<file path="config.mk">
export PLATFORM = sky130hd
export DESIGN_NAME = escalator_scheduler
export DESIGN_NICKNAME = d
export VERILOG_FILES = /design/src/rtl/escalator_scheduler.sv
export SDC_FILE = /design/constraint.sdc
export NUM_CORES = 1
export LEC_CHECK = 0
export CORE_MARGIN = 8
export CORE_UTILIZATION = 63
export DETAILED_ROUTE_END_ITERATION = 8
export GPL_TIMING_DRIVEN = 0
export PLACE_DENSITY = 0.85
export SLEW_MARGIN = 20
export SYNTH_ARGS = -nofsm -noshare
export SYNTH_HDL_FRONTEND = slang
export SYNTH_SLANG_ARGS = --single-unit
</file>
<file path="constraint.sdc">
create_clock -name clk -period 6.5 [get_ports clk]
set_input_delay 1.3 -clock clk [delete_from_list [all_inputs] [get_ports clk]]
set_output_delay 1.3 -clock clk [all_outputs]
set_load 0.1 [all_outputs]
</file>
<file path="src/rtl/escalator_scheduler.sv">
// escalator_scheduler: direction scheduler for a single reversible escalator.
// Latches up/down calls, tracks belt occupancy from entry/exit pulses, grants
// one direction at a time, drains the belt before any reversal and holds a
// brake dwell after every run. Motor code: 00 stop, 01 up, 10 down.
// Optional build macro ESC_EMERGENCY_STOP_EN adds an estop input and a HALT
// state that overrides every other transition.
module escalator_scheduler #(
   parameter int IDLE_TIMEOUT = 200,
   parameter int BRAKE_TIME   = 50,
   parameter int MAX_RUN      = 1000,
   parameter int OCC_W        = 8
) (
   input  logic             clk,
   input  logic             reset,
   input  logic             req_up,
   input  logic             req_down,
   input  logic             entry_bot,
   input  logic             entry_top,
   input  logic             exit_bot,
   input  logic             exit_top,
`ifdef ESC_EMERGENCY_STOP_EN
   input  logic             estop,
`endif
   output logic [1:0]       direction,
   output logic             gate_open,
   output logic [OCC_W-1:0] occupancy,
   output logic             err_underflow
);

   localparam int RUN_W = $clog2(MAX_RUN + 1);
   localparam int IDL_W = $clog2(IDLE_TIMEOUT + 1);
   localparam int BRK_W = $clog2(BRAKE_TIME + 1);

   localparam logic [RUN_W-1:0] RUN_LIM = RUN_W'(MAX_RUN - 1);
   localparam logic [IDL_W-1:0] IDL_LIM = IDL_W'(IDLE_TIMEOUT - 1);
   localparam logic [BRK_W-1:0] BRK_LIM = BRK_W'(BRAKE_TIME - 1);

   localparam logic signed [OCC_W+1:0] OCC_MAX = {2'b00, {OCC_W{1'b1}}};

   localparam logic [1:0] DIR_STOP = 2'b00;
   localparam logic [1:0] DIR_UP   = 2'b01;
   localparam logic [1:0] DIR_DOWN = 2'b10;

   typedef enum logic [2:0] {
      S_IDLE,
      S_RUN_UP,
      S_RUN_DOWN,
      S_DRAIN_UP,
      S_DRAIN_DOWN,
      S_BRAKE
`ifdef ESC_EMERGENCY_STOP_EN
      , S_HALT
`endif
   } state_t;

   state_t           state_q, state_d;
   logic             pend_up_q, pend_up_d;
   logic             pend_down_q, pend_down_d;
   logic             last_up_q, last_up_d;
   logic [RUN_W-1:0] run_timer_q, run_timer_d;
   logic [IDL_W-1:0] idle_timer_q, idle_timer_d;
   logic [BRK_W-1:0] brake_timer_q, brake_timer_d;
   logic [OCC_W-1:0] occupancy_q, occupancy_d;
   logic             err_underflow_q, err_underflow_d;
   logic [1:0]       direction_q, direction_d;
   logic             gate_open_q, gate_open_d;

   logic [1:0]        n_in, n_out;
   logic signed [2:0] occ_delta;
   logic              under_step;
   logic              any_entry;
   logic              grant_up, grant_down, opp_pending;

   // Apply a signed delta to the count, saturating high and clamping at zero.
   // Returns {underflow_flag, new_count}.
   function automatic logic [OCC_W:0] occ_step(input logic [OCC_W-1:0] occ,
                                               input logic signed [2:0] delta);
      logic signed [OCC_W+1:0] sum;
      sum = $signed({2'b00, occ}) + (OCC_W+2)'(delta);
      if (sum[OCC_W+1]) begin
         occ_step = {1'b1, {OCC_W{1'b0}}};
      end else if (sum > OCC_MAX) begin
         occ_step = {1'b0, {OCC_W{1'b1}}};
      end else begin
         occ_step = {1'b0, sum[OCC_W-1:0]};
      end
   endfunction

   // Net passenger movement this cycle and the resulting occupancy.
   always_comb begin
      n_in      = {1'b0, entry_bot} + {1'b0, entry_top};
      n_out     = {1'b0, exit_bot} + {1'b0, exit_top};
      occ_delta = $signed({1'b0, n_in}) - $signed({1'b0, n_out});
      {under_step, occupancy_d} = occ_step(occupancy_q, occ_delta);
      err_underflow_d = err_underflow_q | under_step;
   end

   // Next-state logic: grants, run/idle timers, drain and brake sequencing.
   always_comb begin
      state_d       = state_q;
      pend_up_d     = pend_up_q | req_up;
      pend_down_d   = pend_down_q | req_down;
      last_up_d     = last_up_q;
      run_timer_d   = run_timer_q;
      idle_timer_d  = idle_timer_q;
      brake_timer_d = brake_timer_q;
      any_entry     = entry_bot | entry_top;
      // On a tie the grant goes opposite to the last direction served.
      grant_up      = pend_up_q & (~pend_down_q | ~last_up_q);
      grant_down    = pend_down_q & (~pend_up_q | last_up_q);
      opp_pending   = (state_q == S_RUN_UP) ? pend_down_q : pend_up_q;

      case (state_q)
         S_IDLE: begin
            if (grant_up) begin
               state_d      = S_RUN_UP;
               pend_up_d    = req_up;
               last_up_d    = 1'b1;
               run_timer_d  = '0;
               idle_timer_d = '0;
            end else if (grant_down) begin
               state_d      = S_RUN_DOWN;
               pend_down_d  = req_down;
               last_up_d    = 1'b0;
               run_timer_d  = '0;
               idle_timer_d = '0;
            end
         end
         S_RUN_UP, S_RUN_DOWN: begin
            run_timer_d = (run_timer_q == '1) ? run_timer_q : run_timer_q + 1'b1;
            if (any_entry) begin
               idle_timer_d = '0;
            end else begin
               idle_timer_d = (idle_timer_q == '1) ? idle_timer_q : idle_timer_q + 1'b1;
            end
            if (opp_pending && (run_timer_q >= RUN_LIM)) begin
               state_d = (state_q == S_RUN_UP) ? S_DRAIN_UP : S_DRAIN_DOWN;
            end else if ((idle_timer_q >= IDL_LIM) && (occupancy_q == '0)) begin
               state_d       = S_BRAKE;
               brake_timer_d = '0;
            end
         end
         S_DRAIN_UP, S_DRAIN_DOWN: begin
            if (occupancy_q == '0) begin
               state_d       = S_BRAKE;
               brake_timer_d = '0;
            end
         end
         S_BRAKE: begin
            if (brake_timer_q == BRK_LIM) begin
               state_d = S_IDLE;
            end else begin
               brake_timer_d = brake_timer_q + 1'b1;
            end
         end
`ifdef ESC_EMERGENCY_STOP_EN
         S_HALT: begin
            if (!estop) begin
               state_d       = S_BRAKE;
               brake_timer_d = '0;
            end
         end
`endif
         default: begin
            state_d = S_IDLE;
         end
      endcase

`ifdef ESC_EMERGENCY_STOP_EN
      // Emergency stop overrides everything; no run is granted while held.
      if (estop) begin
         state_d     = S_HALT;
         pend_up_d   = pend_up_q | req_up;
         pend_down_d = pend_down_q | req_down;
         last_up_d   = last_up_q;
      end
`endif
   end

   // Outputs decoded from the next state so they are registered with it.
   always_comb begin
      direction_d = DIR_STOP;
      gate_open_d = 1'b0;
      case (state_d)
         S_RUN_UP: begin
            direction_d = DIR_UP;
            gate_open_d = 1'b1;
         end
         S_RUN_DOWN: begin
            direction_d = DIR_DOWN;
            gate_open_d = 1'b1;
         end
         S_DRAIN_UP:   direction_d = DIR_UP;
         S_DRAIN_DOWN: direction_d = DIR_DOWN;
         default: begin
            direction_d = DIR_STOP;
            gate_open_d = 1'b0;
         end
      endcase
   end

   // State and output registers; reset stops the belt and discards the count.
   always_ff @(posedge clk) begin
      if (reset) begin
         state_q         <= S_IDLE;
         pend_up_q       <= 1'b0;
         pend_down_q     <= 1'b0;
         last_up_q       <= 1'b0;
         run_timer_q     <= '0;
         idle_timer_q    <= '0;
         brake_timer_q   <= '0;
         occupancy_q     <= '0;
         err_underflow_q <= 1'b0;
         direction_q     <= DIR_STOP;
         gate_open_q     <= 1'b0;
      end else begin
         state_q         <= state_d;
         pend_up_q       <= pend_up_d;
         pend_down_q     <= pend_down_d;
         last_up_q       <= last_up_d;
         run_timer_q     <= run_timer_d;
         idle_timer_q    <= idle_timer_d;
         brake_timer_q   <= brake_timer_d;
         occupancy_q     <= occupancy_d;
         err_underflow_q <= err_underflow_d;
         direction_q     <= direction_d;
         gate_open_q     <= gate_open_d;
      end
   end

   assign direction     = direction_q;
   assign gate_open     = gate_open_q;
   assign occupancy     = occupancy_q;
   assign err_underflow = err_underflow_q;

endmodule

</file>
# == Yosys cells after proc, flatten, opt, wreduce, memory -nomap -nowiden ==
# Index checks and enable logic that the tools add are counted.
# classes
muxes,34
add_sub_neg,7
n_div,0
mul,0
n_eq_ne,19
magnitude_cmp,3
n_reduce_logical,17
shift,0
bitwise,11
# op_table
op,count
$mux 8,5
$mux 10,3
$mux 6,4
$mux 3,7
$pmux 10 s2,1
$pmux 6 s3,1
$pmux 8 s2,1
$eq 3x2->1 const B,4
$pmux 3 s4,1
$reduce_or 2->1,6
$add 10x1->10 const B,1
$add 9x3->10,1
$eq 10x10->1 const B,1
$ge 10x10->1 const B,1
$gt 10x9->1 const B,1
$ne 2x2->1 const B,5
$eq 3x3->1 const B,3
$mux 1,9
$mux 9,1
$add 8x1->8 const B,1
$eq 8x8->1 const B,1
$ge 8x8->1 const B,1
$logic_not 8->1,1
$add 6x1->6 const B,1
16 further kinds,30
# totals
rom_bits,0
latch_bits,0
ramBits,0
output_inout_bits,12
reg_bits,42
wordCells,102
input_bits,8
mem_count,0

# == Depth between registers and ports, before layout ==
# logic_depth
word_depth,9
mapped_depth,14
ltp_nobuf,14

# == Worst setup path before layout ==
# OpenSTA, ideal clock, no wires.
# synth_timing
path_kind,input to register
start,input port entry_top
end,register occupancy_q[0] (netlist: occupancy[0])
required_time_ps,6430
setup_ps,70
n_path_buf,0
arrival_time_ps,4078
slack_ps,2352
path_stages,13
cell_sequence,inv_1 -> fa_1 -> inv_1 -> ha_1 -> inv_1 -> ha_1 -> fa_1 -> nor4b_1 -> a21oi_1 -> a211o_1 -> a2111oi_4 -> o21ai_2 -> a21oi_1
# synth_via
elab_chain_len,5
elab_cells_between_ends,6
cone_classes,add/sub: 3; order compare: 1; mux: 1; reduce/logical: 1
# synth_rtl
element,line_no,rtl
"start, declared",18,"input logic entry_top,"
$add 1x1->2 (*),91,"n_in = {1'b0, entry_bot} + {1'b0, entry_top};"
$sub 2x2->3 (*),93,"occ_delta = $signed({1'b0, n_in}) - $signed({1'b0, n_out});"
$add 9x3->10 (*),79,"sum = $signed({2'b00, occ}) + (OCC_W+2)'(delta);"
$gt 10x9->1,82,end else if (sum > OCC_MAX) begin
$mux 8,82,
"end signal, assigned",224,occupancy_q <= occupancy_d;
"end, declared",63,"logic [OCC_W-1:0] occupancy_q, occupancy_d;"
# Mark *: on every way between the ends. The rest lies on a longest branch, timed or not.
# A chain may end at the register's enable or synchronous reset.

# == Worst setup path in the final report ==
# layout_timing
start,input port entry_top
end,register occupancy_q[5] (netlist: occupancy[5])
# The elaborated chain is that of the path after synthesis.

==> flow_results.org <==
** Outcome
- Result of the run :: finished clean

** CTS
- TritonCTS clock tree :: done
- Count of hold-fix buffers inserted at cts :: 0
- Clock latency on the worst-skew pair, taken at its later pin, is about 0.30 ns.
- Number of sinks handled by clock tree synthesis :: 42
- Total of cells resized after clock tree synthesis :: 0
- Clock tree root driver cell :: sky130_fd_sc_hd__clkbuf_8
- No sink is reached through more buffers than the 2 on the longest clock path.
- Clock H-tree levels :: 2
- Clock-pin slew of the registers on the worst-case setup and hold paths :: ~0.080 ns
- Number of buffers created by CTS :: 5
- Buffers added to address setup during post-CTS repair amount to 0.

** GRT
- Number of global-route vias before repair :: roughly 2200
- Overall fraction of global-route tracks in use :: 0.186
- Antenna violations before repair :: 0
- Entering global routing, the biggest net connects 14 pins.
- The first global-routing pass estimated 9.81 mm of wire.
- Remaining Overflow, GRT :: 0

** Synthesis
- Share of the synthesized area in the top cell type :: 0.320
- Post-synthesis net count :: approximately 330
- Averaged over all synthesized cells, the footprint is around 8.5 um^2.
- Synthesis instantiated 67 different standard cells from the library.
- The cell count after synthesis came out at about 310.
- Number of flip-flops and latches in the synthesized netlist :: 42
- For this run, the number of Yosys warnings is 0.
- The synthesized design contains 0 enable-type register cells.
- The compound-gate portion of the synthesized area came to 0.240.
- Portion of netlist area occupied by mux cells :: 0.0176
- Post-synthesis simple-gate area fraction :: 0.256
- Sequential fraction of the synthesis area :: 0.320
- Async SR Flop Fraction :: 0
- Total standard cell area after synthesis :: approximately 2600 um^2
- Synth Area in XOR/XNOR :: 0.0601
- Main combinational cell family by area after synthesis :: simple AND/OR/NAND/NOR gates
- Of the total synthesized cell area, the portion taken by full adders, half adders and majority gates is 0.0582.
- Sorting the synthesized cells by area gives the leading types as sky130_fd_sc_hd__dfxtp_1, sky130_fd_sc_hd__a21oi_1, sky130_fd_sc_hd__xnor2_1.
- Synth Flop Type :: sky130_fd_sc_hd__dfxtp_1
- The largest total area in the synthesized netlist belongs to sky130_fd_sc_hd__dfxtp_1.

** Floorplanning
- The initial utilization of the core area, before any placement, comes to 0.656.
- The floorplan step defined a die boundary enclosing 6490 um^2.
- Measured along the y axis, the die boundary spans slightly above 80 um.
- Die extent in x :: 80.5 um
- The total area inside the core boundary comes to 4000 um^2.
- After floorplanning, the core was divided into 23 placement rows.
- 20 I/O pins were placed.

** Power
- For this design the static power due to leakage is approximately 1.1 nW.
- In this run the power density over the cells is between 300 and 400 nW/um^2.
- The worst-case IR drop observed on VDD is 0.148 mV.

** Timing
- Number of setup violations in the final report :: 0
- Dividing the final minimum period by the clock period gives 0.755.
- Crit path time final :: 4.91 ns
- Worst Skew :: around 0.0083 ns
- For the pin with the worst max-slew slack, the measured transition is around 0.97 ns.
- Maximum achievable frequency :: a little over 200 MHz
- Final slew viol count :: 0
- Number of failing hold endpoints at the final stage :: 0
- Headroom to the max-slew limit :: 0.348
- The worst path meets setup with roughly 1.6 ns of slack.
- Hold is met by between 0.4 and 0.5 ns.
- Setup tns final :: 0 ns
- Unrepaired setup endpoints after global routing :: false

** Worst setup path
- STA classifies the critical path startpoint as a primary input.
- Counting cells, the worst reg-to-reg path comes to 9.
- Tracing the worst setup path back leads to its startpoint at entry_top.
- Crit path required time :: 6.66 ns
- Capture point of the worst reg-to-reg path :: occupancy[5]
- Along the worst path, the maximum fanout reaches 8.
- Register-to-Register Setup Slack :: between 3 and 4 ns
- STA classifies the critical path endpoint as a flop.
- Crit path kind :: in2reg
- Data arrival time of the critical path :: 5.07 ns
- The startpoint identified for the worst register-to-register timing path is occupancy[0].

** Place
- Detail Placement HPWL :: 4.16 mm
- Post-DP Area :: roughly 2900 um^2
- The count of buffers added on input and output ports is 18.
- Pre-CTS setup slack :: 1.42 ns
- Routability-driven placement congestion ratio :: a little under 0.9

** Hold path
- The worst hold path begins at err_underflow.
- HP Class :: reg2reg
- The worst hold path terminates at err_underflow.
- The worst hold path passes through 2 cells.

** Layout
- Fill cells in the final layout number just over 300.
- Diode count :: 0
- With fillers left out, the area of the finished cells amounts to roughly 3000 um^2.
- Layout net count :: 351
- In the final layout, the share of cells above drive strength 1 is 0.0991.
- Area growth syn-to-layout :: 13.4%

** Drt
- After detailed routing, the number of vias per cell comes to 6.19.
- The first detailed-routing pass took 4 iterations.
- The routed design has 5.82 mm of wire.
- After detailed routing, the number of remaining DRC violations is 0.
- Initial drt markers :: about 230
- Antenna violation net count after detailed routing :: 0
- Via count of the routed design :: 2371
- Routed len/inst :: roughly 15 um

** Flow run
- Number of max-cap violations :: 0
[final cells by class]
cell class | instances | area [um^2] | area share
Buffer | 13 | 65.1 | 0.0219
Clock buffer | 6 | 72.6 | 0.0244
Clock inverter | 2 | 37.5 | 0.0126
Inverter | 16 | 60.1 | 0.0202
Multi-Input combinational cell | 236 | 1660 | 0.557
Sequential cell | 42 | 841 | 0.282
Tap cell | 50 | 62.6 | 0.0210
Timing Repair Buffer | 18 | 180 | 0.0605
[synth_stat cells (all sizes together) (3+ instances only)]
cell	count
nor3	7
nor4b	4
nor4	4
and3	6
inv	16
nor2	26
and4	3
nand2	24
clkbuf	6
nand2b	5
a211o	3
dfxtp	42
a211oi	7
o21a	4
xnor2	16
ha	9
and2	4
o21ai	18
nand4	4
nand3	9
o211ai	3
or3	5
or2	3
a21oi	31
buf	7
nor3b	6
[sequential cells by signal (all words and copies together), names as in the netlist]
| register | flops |
|---|---|
| brake_timer_q | 6 |
| direction | 2 |
| err_underflow | 1 |
| gate_open | 1 |
| idle_timer_q | 8 |
| last_up_q | 1 |
| occupancy | 8 |
| pend_down_q | 1 |
| pend_up_q | 1 |
| run_timer_q | 10 |
| state_q | 3 |
[layer usage]
metal / up-vias / global-route usage / part of all wire
li1: 1157 / - / -
met1: 1123 / 0.228 / 0.45
met2: 81 / 0.307 / 0.49
met3: 10 / 0.0391 / 0.048
met4: 0 / 0.0709 / 0.015
met5: - / 0 / 0
[report_power, final]
group	switching, mW	leakage (nW)	internal, mW	total, mW
logic	0.347	0.658	0.156	0.503
registers	0.0307	0.342	0.284	0.315
clock network	0.0909	0.0514	0.115	0.206
total	0.469	1.05	0.554	1.02
[how the worst max path moves through the flow]
stage,endpoint,cells after the start
final,occupancy[5],15
after global routing,occupancy[5],15
after CTS,occupancy[5],15
after detailed placement,occupancy[2],15
after global placement,occupancy[2],15
after floorplan,occupancy[0],13
[cell families (layout without fill, tap and decap cells)]
family                   count (synthesis)  after routing
XOR/XNOR                                18             18
multiplexers                             4              4
flip-flops                              42             42
AO/OA/AOI/OAI                           86             86
buffers and inverters                   29             55
AND/OR/NAND/NOR                        117            117
adder cells (fa/ha/maj)                 11             11
[per-stage QoR]
step / instances / power (mW) / utilization
floorplan: 307 / 0.714 / -
global placement: 375 / 0.808 / 0.717
detailed placement: 375 / 0.815 / 0.717
CTS: 383 / 1.02 / 0.744
global route: 383 / 1.07 / 0.744
finish: 383 / 1.02 / 0.744
[cells in the final DEF (no fill, tap or decap), types with 3 or more instances in the layout]
master,n
sky130_fd_sc_hd__xnor2_1,16
sky130_fd_sc_hd__or3_1,5
sky130_fd_sc_hd__nand3_1,9
sky130_fd_sc_hd__buf_2,4
sky130_fd_sc_hd__nand4_1,4
sky130_fd_sc_hd__clkdlybuf4s50_1,18
sky130_fd_sc_hd__clkbuf_1,7
sky130_fd_sc_hd__o211ai_1,3
sky130_fd_sc_hd__o21ai_1,4
sky130_fd_sc_hd__nor3_1,6
sky130_fd_sc_hd__nor4b_1,3
sky130_fd_sc_hd__ha_1,9
sky130_fd_sc_hd__and4_1,3
sky130_fd_sc_hd__nor2_1,26
sky130_fd_sc_hd__a211oi_1,3
sky130_fd_sc_hd__clkbuf_8,5
sky130_fd_sc_hd__nand2b_1,5
sky130_fd_sc_hd__nor3b_1,5
sky130_fd_sc_hd__and2_1,4
sky130_fd_sc_hd__inv_1,16
sky130_fd_sc_hd__nand2_1,23
sky130_fd_sc_hd__o21a_1,4
sky130_fd_sc_hd__a211o_1,3
sky130_fd_sc_hd__a21oi_1,28
sky130_fd_sc_hd__dfxtp_1,42
sky130_fd_sc_hd__o21ai_0,13
sky130_fd_sc_hd__and3_1,6
[worst max-delay path: stages]
cell                              delay, ns
sky130_fd_sc_hd__clkdlybuf4s50_1       0.53
sky130_fd_sc_hd__inv_1                 0.08
sky130_fd_sc_hd__fa_1                  0.53
sky130_fd_sc_hd__inv_1                 0.04
sky130_fd_sc_hd__ha_1                  0.17
sky130_fd_sc_hd__inv_1                 0.08
sky130_fd_sc_hd__ha_1                  0.26
sky130_fd_sc_hd__inv_1                 0.07
sky130_fd_sc_hd__ha_1                  0.22
sky130_fd_sc_hd__a21oi_1               0.30
sky130_fd_sc_hd__o21ai_0               0.14
sky130_fd_sc_hd__a211oi_1              0.70
sky130_fd_sc_hd__a21o_1                0.22
sky130_fd_sc_hd__a21o_1                0.31
sky130_fd_sc_hd__a21oi_1               0.12
No activity file was read; power rests on OpenSTA's default activity.
